**src/rtl/uart_pkg.sv**
```systemverilog
// Shared UART definitions used by both the receiver and transmitter.
package uart_pkg;

   localparam int DATA_BITS = 8;

   typedef enum logic [2:0] {
      IDLE,
      START,
      DATA,
      STOP,
      WAIT_HIGH
   } uart_state_e;

endpackage

```
**src/rtl/uart_rx_fifo.sv**
```systemverilog
// Show-ahead receive FIFO; a push into a full FIFO is dropped and
// flagged unless a pop frees a slot in the same cycle.
module uart_rx_fifo
   import uart_pkg::*;
#(
   parameter int FIFO_DEPTH = 8
) (
   input  logic                       clk,
   input  logic                       rst_n,
   input  logic                       push_i,
   input  logic [DATA_BITS-1:0]       push_data_i,
   input  logic                       pop_i,
   output logic [DATA_BITS-1:0]       data_o,
   output logic [$clog2(FIFO_DEPTH):0] count_o,
   output logic                       full_o,
   output logic                       empty_o,
   output logic                       overrun_o
);

   localparam int AW = $clog2(FIFO_DEPTH);
   localparam int CW = AW + 1;

   logic [DATA_BITS-1:0] mem_q [FIFO_DEPTH];
   logic [AW-1:0]        wr_q;
   logic [AW-1:0]        rd_q;
   logic [CW-1:0]        cnt_q;
   logic                 ovr_q;
   logic                 pop_ok;
   logic                 push_ok;

   assign full_o    = (cnt_q == CW'(FIFO_DEPTH));
   assign empty_o   = (cnt_q == '0);
   assign pop_ok    = pop_i && !empty_o;
   assign push_ok   = push_i && (!full_o || pop_ok);
   assign data_o    = mem_q[rd_q];
   assign count_o   = cnt_q;
   assign overrun_o = ovr_q;

   always_ff @(posedge clk or negedge rst_n) begin
      if (!rst_n) begin
         for (int i = 0; i < FIFO_DEPTH; i++) begin
            mem_q[i] <= '0;
         end
         wr_q  <= '0;
         rd_q  <= '0;
         cnt_q <= '0;
         ovr_q <= 1'b0;
      end else begin
         if (push_ok) begin
            mem_q[wr_q] <= push_data_i;
            wr_q        <= wr_q + AW'(1);
         end
         if (pop_ok) begin
            rd_q <= rd_q + AW'(1);
         end
         if (push_ok && !pop_ok) begin
            cnt_q <= cnt_q + CW'(1);
         end else if (pop_ok && !push_ok) begin
            cnt_q <= cnt_q - CW'(1);
         end
         ovr_q <= push_i && !push_ok;
      end
   end

endmodule

```
**src/rtl/uart_rx.sv**
```systemverilog
// 8N1 UART receiver: synchroniser, mid-bit sampling FSM and a
// receive FIFO presented to the consumer as valid/ready.
module uart_rx
   import uart_pkg::*;
#(
   parameter int CLKS_PER_BIT = 868,
   parameter int FIFO_DEPTH   = 8
) (
   input  logic                        clk,
   input  logic                        rst_n,
   input  logic                        rx,
   output logic [DATA_BITS-1:0]        rx_data,
   output logic                        rx_valid,
   input  logic                        rx_ready,
   output logic                        frame_err,
   output logic                        overrun,
   output logic [$clog2(FIFO_DEPTH):0] fifo_count
);

   localparam int CNTW = $clog2(CLKS_PER_BIT);
   localparam int IW   = $clog2(DATA_BITS);
   localparam logic [CNTW-1:0] CNT_LAST = CNTW'(CLKS_PER_BIT - 1);
   localparam logic [CNTW-1:0] CNT_HALF = CNTW'(CLKS_PER_BIT / 2 - 1);
   localparam logic [IW-1:0]   IDX_LAST = IW'(DATA_BITS - 1);

   logic [1:0]           sync_q;
   logic                 rxs;
   uart_state_e          state_q;
   logic [CNTW-1:0]      cnt_q;
   logic [IW-1:0]        idx_q;
   logic [DATA_BITS-1:0] shift_q;
   logic                 frame_err_q;
   logic                 bit_end;
   logic                 push;
   logic                 fifo_empty;

   always_ff @(posedge clk or negedge rst_n) begin
      if (!rst_n) begin
         sync_q <= 2'b11;
      end else begin
         sync_q <= {sync_q[0], rx};
      end
   end

   assign rxs     = sync_q[1];
   assign bit_end = (cnt_q == CNT_LAST);
   // Push straight from the stop sample so the byte lands a cycle earlier.
   assign push    = (state_q == STOP) && bit_end && rxs;

   always_ff @(posedge clk or negedge rst_n) begin
      if (!rst_n) begin
         state_q     <= IDLE;
         cnt_q       <= '0;
         idx_q       <= '0;
         shift_q     <= '0;
         frame_err_q <= 1'b0;
      end else begin
         frame_err_q <= 1'b0;
         cnt_q       <= cnt_q + CNTW'(1);
         unique case (state_q)
            IDLE: begin
               cnt_q <= '0;
               if (!rxs) state_q <= START;
            end
            START: begin
               if (cnt_q == CNT_HALF) begin
                  cnt_q   <= '0;
                  idx_q   <= '0;
                  state_q <= rxs ? IDLE : DATA;
               end
            end
            DATA: begin
               if (bit_end) begin
                  cnt_q          <= '0;
                  shift_q[idx_q] <= rxs;
                  idx_q          <= idx_q + IW'(1);
                  if (idx_q == IDX_LAST) state_q <= STOP;
               end
            end
            STOP: begin
               if (bit_end) begin
                  cnt_q <= '0;
                  if (rxs) begin
                     state_q <= IDLE;
                  end else begin
                     frame_err_q <= 1'b1;
                     state_q     <= WAIT_HIGH;
                  end
               end
            end
            WAIT_HIGH: begin
               cnt_q <= '0;
               if (rxs) state_q <= IDLE;
            end
            default: state_q <= IDLE;
         endcase
      end
   end

   assign frame_err = frame_err_q;
   assign rx_valid  = !fifo_empty;

   uart_rx_fifo #(
      .FIFO_DEPTH (FIFO_DEPTH)
   ) u_fifo (
      .clk         (clk),
      .rst_n       (rst_n),
      .push_i      (push),
      .push_data_i (shift_q),
      .pop_i       (rx_ready),
      .data_o      (rx_data),
      .count_o     (fifo_count),
      .full_o      (),
      .empty_o     (fifo_empty),
      .overrun_o   (overrun)
   );

endmodule

```
**config.mk**
```make
export PLATFORM = sky130hd
export DESIGN_NAME = uart_rx
export DESIGN_NICKNAME = d
export VERILOG_FILES = /design/src/rtl/uart_pkg.sv /design/src/rtl/uart_rx_fifo.sv /design/src/rtl/uart_rx.sv
export SDC_FILE = /design/constraint.sdc
export NUM_CORES = 1
export LEC_CHECK = 0
export CORE_MARGIN = 3
export CORE_UTILIZATION = 59
export DETAILED_ROUTE_END_ITERATION = 8
export PLACE_DENSITY_LB_ADDON = 0.08
export SYNTH_ARGS = -nofsm -noshare
export SYNTH_HDL_FRONTEND = slang
export SYNTH_SLANG_ARGS = --single-unit
```
**constraint.sdc**
```tcl
create_clock -name clk -period 4.6 [get_ports clk]
set_input_delay 0.92 -clock clk [delete_from_list [all_inputs] [get_ports clk]]
set_output_delay 0.92 -clock clk [all_outputs]
set_load 0.01 [all_outputs]
```
==> results of run 1 <==
[worst paths after layout]
check	start	to	slack, ps	depth (start not counted)
max reg2reg	cnt_q[0]$_DFF_PN0_	u_fifo.count_o[3]$_DFFE_PN0P_	1320	11
max	u_fifo.rd_q[1]$_DFFE_PN0P_	rx_data[4]	1190	3
min reg2reg	sync_q[0]$_DFF_PN1_	sync_q[1]$_DFF_PN1_	360	0
max in group asynchronous	rst_n	sync_q[0]$_DFF_PN1_	2930	2
min in group asynchronous	rst_n	u_fifo.mem_q[55]$_DFFE_PN0P_	670	1
min	sync_q[0]$_DFF_PN1_	sync_q[1]$_DFF_PN1_	360	0
[cells in the mapped netlist, types with 4 or more instances]
master	n	share of area, %
dfrtp_1	100	50
mux2_2	59	13
mux2_4	24	7.2
nor2_1	17	1.3
mux4_2	16	7.2
nand2_1	11	0.82
xnor2_1	10	1.7
ha_1	9	2.2
nand4_1	8	1.0
inv_1	7	0.52
nand3_1	7	0.70
nor3_1	7	0.70
buf_2	6	0.60
nor4_1	6	0.75
clkbuf_1	5	0.37
buf_6	4	0.90
nand4_2	4	1.0
xor2_1	4	0.70
[per-stage QoR]
| stage | worst slack [ps] | hold slack (ps) |
|---|---|---|
| detailed placement | 878 | 347 |
| global placement | 1040 | 346 |
| CTS | 1160 | 360 |
| floorplan | 1650 | 345 |
| global route | 1050 | 374 |
| finish | 1190 | 359 |
[report_power, final]
group          switching, W  total [W]  internal [W]
sequential       0.00000172   0.000899      0.000897
clock              0.000293   0.000615      0.000323
combinational     0.0000174  0.0000203    0.00000286
[critical path: stages (launching register included)]
cell,delay (ps)
dfrtp_1,940
mux4_2,420
mux2_2,280
clkdlybuf4s50_1,490
[layout make-up]
| type | instances | share of cell area (%) |
|---|---|---|
| sequential | 102 | 46.9 |
| inverter | 7 | 0.482 |
| clock inverter | 3 | 1.24 |
| tap | 102 | 2.34 |
| multi-input combinational | 228 | 42.8 |
| timing repair buffer | 20 | 3.54 |
| clock buffer | 13 | 2.73 |
[kinds of logic (layout without fill, tap and decap cells)]
group	count (synthesis)	count (layout)	share of synthesized area, %
compound gates	16	16	2.37
simple gates	86	86	10.8
buf+inv	24	43	2.55
fa+ha+maj	10	10	2.65
flops	102	102	51.0
xor+xnor	14	14	2.45
mux	102	102	28.2
[layer usage]
metal	vias to the layer above	GRT usage, %	wire length (µm)
li1	1341	-	-
met1	1476	28.1	4300
met2	53	36.3	4750
met3	17	6.57	405
met4	0	5.99	206
met5	-	0	0
[state kept, by name, summed over array words and instances, names as in the netlist, 2 cells and up]
signal,cells
idx_q,3
shift_q,8
state_q,3
u_fifo.count_o,4
sync_q,2
u_fifo.rd_q,3
cnt_q,10
u_fifo.mem_q,64
u_fifo.wr_q,3
==> reports/results.ini, run 1 <==
[global_route]
grt_util_all_layers_pct = 21.8
grt_max_degree = 74
antenna_found_initial = 0
overflow = 0
grt_pass1_vias = 3121
grt_pass1_wl_um = 16400

[worst_setup_path]
timing.setup.critical_path_class = flop to primary output
crit_path_end_kind = primary output
crit_fanout = 18
worstSetupStartpointType = flop
cp.required_ps = 3680
critPathArrivalTime_ps = 2490

[drt]
routed_via_density = 6.08
post_drt_wl_per_cell_um = 20.3
ant_nets = 0
routed_wl_um = 9670
dr.pass1.iters = 4
drc = 0
vias = 2887
first_iter_violations = 99

[layout]
area_growth_pct = 8.69
stdcell_count = 475
drive_above_1_share_pct = 34.0
seqCellArea_mm2 = 0.00255
layout_common_cells = dfrtp_1 (100), mux2_2 (59), mux2_4 (24), nor2_1 (17), clkdlybuf4s50_1 (17)
final_common_cell = dfrtp_1
multi_input_area_mm2 = 0.00233
finalInstanceArea_mm2 = 0.00545
final_util_pct = 68.4
fin_nets = 382
diodes = 0
fill_cells = 575

[cts]
cts-buffers-inserted = 9
postCtsHoldBufs = 0
cts_setup_buffers = 0
cts_resized = 0
clock_path_buffers = 2
insertion_delay_ps = 360
cts.clk_slew.worst_paths_ps = 90
ctsRootBufferMaster = clkbuf_8
htreeDepth = 3
clock_sinks = 102
tritoncts = done

[placement]
dp.final_hpwl_um = 6260
io_buffers = 18
dp.cells = 459
gp_congestion = 0.809
postPlaceCellArea_mm2 = 0.00523

[logic_synthesis]
synth_area_per_cell_um2 = 14.2
syn_nets = 368
syn-cell-area_mm2 = 0.00501
synthArstFlopShare_pct = 100
yosys_warnings = 0
synthDistinctLibCells = 48
synth_edf_count = 0
synth_cells = 354
ys_seq_elements = 102
synth_ff_type = dfrtp_1
synth-seq-area-share_pct = 51.0

[timing]
rsz0062_at_grt = false
final.setup.tns_ps = 0
tightestPinTransition_ps = 908
max_freq_mhz = 293
finalMaxSlewViolations = 0
finClkSkew_ps = 12.2
slew_headroom_pct = 39.4
finalCritPeriodShare_pct = 74.2
hold_violations = 0
min_period_ps = 3410
setup_viol = 0

[hold_path]
hp-class = flop to flop

[power_and_ir_drop]
power_density_mw_per_mm2 = 282
ir_drop_mv = 0.192
leakage_nw = 2.60
power_w = 0.00153

[floorplanning]
ios = 19
die_x_um = 98.2
die_area_mm2 = 0.00964
initial_core_util_pct = 62.9
row_count = 32
core-area_mm2 = 0.00797
die_y_um = 98.2

[outcome]
outcome = finished, final reports clean

[flow_run]
max_cap_violations = 0

Note: power is estimated with default switching activity, not from simulation.
==> inputs of run 2 (changes only) <==
--- a/config.mk
+++ b/config.mk
@@ -6,7 +6,7 @@
 export NUM_CORES = 1
 export LEC_CHECK = 0
 export CORE_MARGIN = 3
-export CORE_UTILIZATION = 59
+export CORE_UTILIZATION = 55
 export DETAILED_ROUTE_END_ITERATION = 8
 export PLACE_DENSITY_LB_ADDON = 0.08
 export SYNTH_ARGS = -nofsm -noshare
==> constraint.sdc (replaced) <==
create_clock -name clk -period 3.1 [get_ports clk]
set_input_delay 0.62 -clock clk [delete_from_list [all_inputs] [get_ports clk]]
set_output_delay 0.62 -clock clk [all_outputs]
set_load 0.01 [all_outputs]
==> reports/results.ini, run 2 (synthesized netlist as in run 1, its figures left out) <==
[drt]
vias = 2862  ; was 2,887
first_iter_violations = 95  ; was 99
dr.pass1.iters = 4  ; unchanged
drc = 0  ; unchanged
post_drt_wl_per_cell_um = 18.7  ; was 20.3 µm
routed_via_density = 5.83  ; was 6.08
ant_nets = 0  ; unchanged
routed_wl_um = 9200  ; was 9670 µm

[power_and_ir_drop]
ir_drop_mv = 0.214  ; was 0.192 mV
p_seq_share_pct = 60.3  ; was 58.6%
power_w = 0.00221  ; was 0.00153 W
power_switching_w = 0.000476  ; was 0.000312 W
power_density_mw_per_mm2 = 399  ; was 282 mW/mm²
leakage_nw = 2.65  ; was 2.60 nW
clkPwrFrac_pct = 38.2  ; was 40.1%
switching_share_pct = 21.5  ; was 20.3%
p_comb_share_pct = 1.6  ; was 1.3%
internal-power_w = 0.00173  ; was 0.00122 W

[floorplanning]
ios = 19  ; unchanged
row_count = 34  ; was 32
core-area_mm2 = 0.00881  ; was 0.00797 mm²
initial_core_util_pct = 56.9  ; was 62.9%
die_y_um = 101  ; was 98.2 µm
die_area_mm2 = 0.0103  ; was 0.00964 mm²
die_x_um = 101  ; was 98.2 µm

[timing]
finalMaxSlewViolations = 0  ; unchanged
max_freq_mhz = 340
min_period_ps = 2940
slew_headroom_pct = 55.9  ; was 39.4%
whs_ps = 289  ; was 359 ps
finClkSkew_ps = 9.20  ; was 12.2 ps
hold_violations = 0  ; unchanged
setup_viol = 0  ; unchanged
finalCritPeriodShare_pct = 94.8
tightestPinTransition_ps = 662  ; was 908 ps

[cts]
cts.clk_slew.worst_paths_ps = 90  ; about the same
ctsRootBufferMaster = clkbuf_8  ; unchanged
insertion_delay_ps = 360  ; about the same
htreeDepth = 3  ; unchanged
cts-buffers-inserted = 9  ; unchanged
clock_sinks = 102  ; unchanged
postCtsHoldBufs = 0  ; unchanged
tritoncts = done  ; unchanged
clock_path_buffers = 2  ; unchanged

[global_route]
grt_pass1_wl_um = 15700  ; was 16,400 µm
antenna_found_initial = 0  ; unchanged
grt_max_degree = 53  ; was 74
overflow = 0  ; unchanged
grt_pass1_vias = 2979  ; was 3,121
grt_util_all_layers_pct = 20.0  ; was 21.8%

[hold_path]
hp-class = primary input to asynchronous set/reset pin  ; was flop to flop

[layout]
largest_reg_flops = 64  ; unchanged
finalInstanceArea_mm2 = 0.00554  ; was 0.00545 mm²
layout_common_cells = dfrtp_1 (99), mux2_2 (59), mux2_4 (24), nor2_1 (17), clkdlybuf4s50_1 (17)  ; was dfrtp_1 (100), mux2_2 (59), mux2_4 (24), nor2_1 (17), clkdlybuf4s50_1 (17)
fin_nets = 392  ; was 382
largestRegisters = u_fifo.mem_q: 64 flops, cnt_q: 10 flops, shift_q: 8 flops  ; unchanged
area_growth_pct = 10.6  ; was 8.69%
top_register = u_fifo.mem_q  ; unchanged
final_common_cell = dfrtp_1  ; unchanged
drive_above_1_share_pct = 36.8  ; was 34.0%
diodes = 0  ; unchanged

[placement]
dp.final_hpwl_um = 6060  ; was 6260 µm
io_buffers = 18  ; unchanged
gp_congestion = 0.832  ; was 0.809
postPlaceCellArea_mm2 = 0.00534  ; was 0.00523 mm²

[flow_run]
max_cap_violations = 0  ; unchanged

[worst_setup_path]
reg2reg_to = u_fifo.count_o[3]$_DFFE_PN0P_  ; unchanged
timing.setup.critical_path_class = flop to flop  ; was flop to primary output
crit_fanout = 7  ; was 18
r2r_setup_slack_ps = 160  ; was 1320 ps
cp.required_ps = 3330  ; was 3680 ps
worstSetupStartpointType = flop  ; unchanged
timing.rr.start = cnt_q[0]$_DFF_PN0_  ; unchanged
r2r_cells = 11  ; unchanged
crit_path_end_kind = flop  ; was primary output
critPathArrivalTime_ps = 3170  ; was 2490 ps

[outcome]
outcome = finished, final reports clean  ; unchanged

==> run 2: critical path, stage by stage (launching register included) <==
cell and delay, ps:
dfrtp_1 420, ha_1 260, and4bb_2 350, o211a_1 180, nand2_1 100, inv_1 80, ha_1 200, inv_1 80
ha_1 270, a21o_1 210, a2111oi_1 500, o31ai_1 150
==> run 2: worst max path at each step <==
stage,startpoint,slack (ps),end
after floorplan,u_fifo.count_o[0]$_DFFE_PN0P_,320,u_fifo.count_o[3]$_DFFE_PN0P_
after global placement,rx_ready,120,u_fifo.count_o[3]$_DFFE_PN0P_
after detailed placement,rx_ready,-60,u_fifo.count_o[3]$_DFFE_PN0P_
after CTS,cnt_q[0]$_DFF_PN0_,130,u_fifo.count_o[3]$_DFFE_PN0P_
after global routing,cnt_q[0]$_DFF_PN0_,-70,u_fifo.count_o[3]$_DFFE_PN0P_
final,cnt_q[0]$_DFF_PN0_,160,u_fifo.count_o[3]$_DFFE_PN0P_
==> run 2: area by class of cell <==
type / count / area [µm²]
clock buffers: 11 / 141
clock inverters: 5 / 58.8
fillers: 685 / 3270
inverters: 7 / 26.3
multi-input cells: 228 / 2330
flip-flops and latches: 102 / 2560
well taps: 108 / 135
repair buffers: 30 / 293
==> run 2: power by group through the flow <==
stage	sequential [W]	clock, W	combinational (W)
after floorplan	0.00136	0	0.00000179
after global placement	0.00136	0	0.0000372
after detailed placement	0.00136	0	0.0000370
after CTS	0.00133	0.000874	0.0000372
after global routing	0.00133	0.000929	0.0000406
final	0.00133	0.000843	0.0000348
==> run 2: timing repair <==
item | CTS | global route
gates resized for setup | 1 | 2
endpoints found under the hold margin | 0 | 0
setup endpoints to repair | 3 | 1
gates cloned | 0 | 0
buffers inserted | 0 | 0
==> run 2: stage by stage <==
| stage | setup slack (ps) | utilization [%] | cells | TNS [ps] |
|---|---|---|---|---|
| 2_1_floorplan | 320 | - | 354 | 0 |
| 3_3_place_gp | 117 | 60.6 | 475 | 0 |
| 3_5_place_dp | -60.7 | 60.6 | 475 | -60.7 |
| 4_1_cts | 132 | 62.9 | 491 | 0 |
| 5_1_grt | -71.9 | 62.9 | 491 | -71.9 |
| 6_report | 160 | 62.9 | 491 | 0 |
==> run 2: routing by layer <==
| metal | vias to the layer above | global-route usage [%] | part of all wire, % |
|---|---|---|---|
| li1 | 1362 | - | - |
| met1 | 1459 | 28.2 | 48 |
| met2 | 29 | 30.8 | 48 |
| met3 | 12 | 5.10 | 2.6 |
| met4 | 0 | 5.93 | 1.8 |
| met5 | - | 0 | 0 |
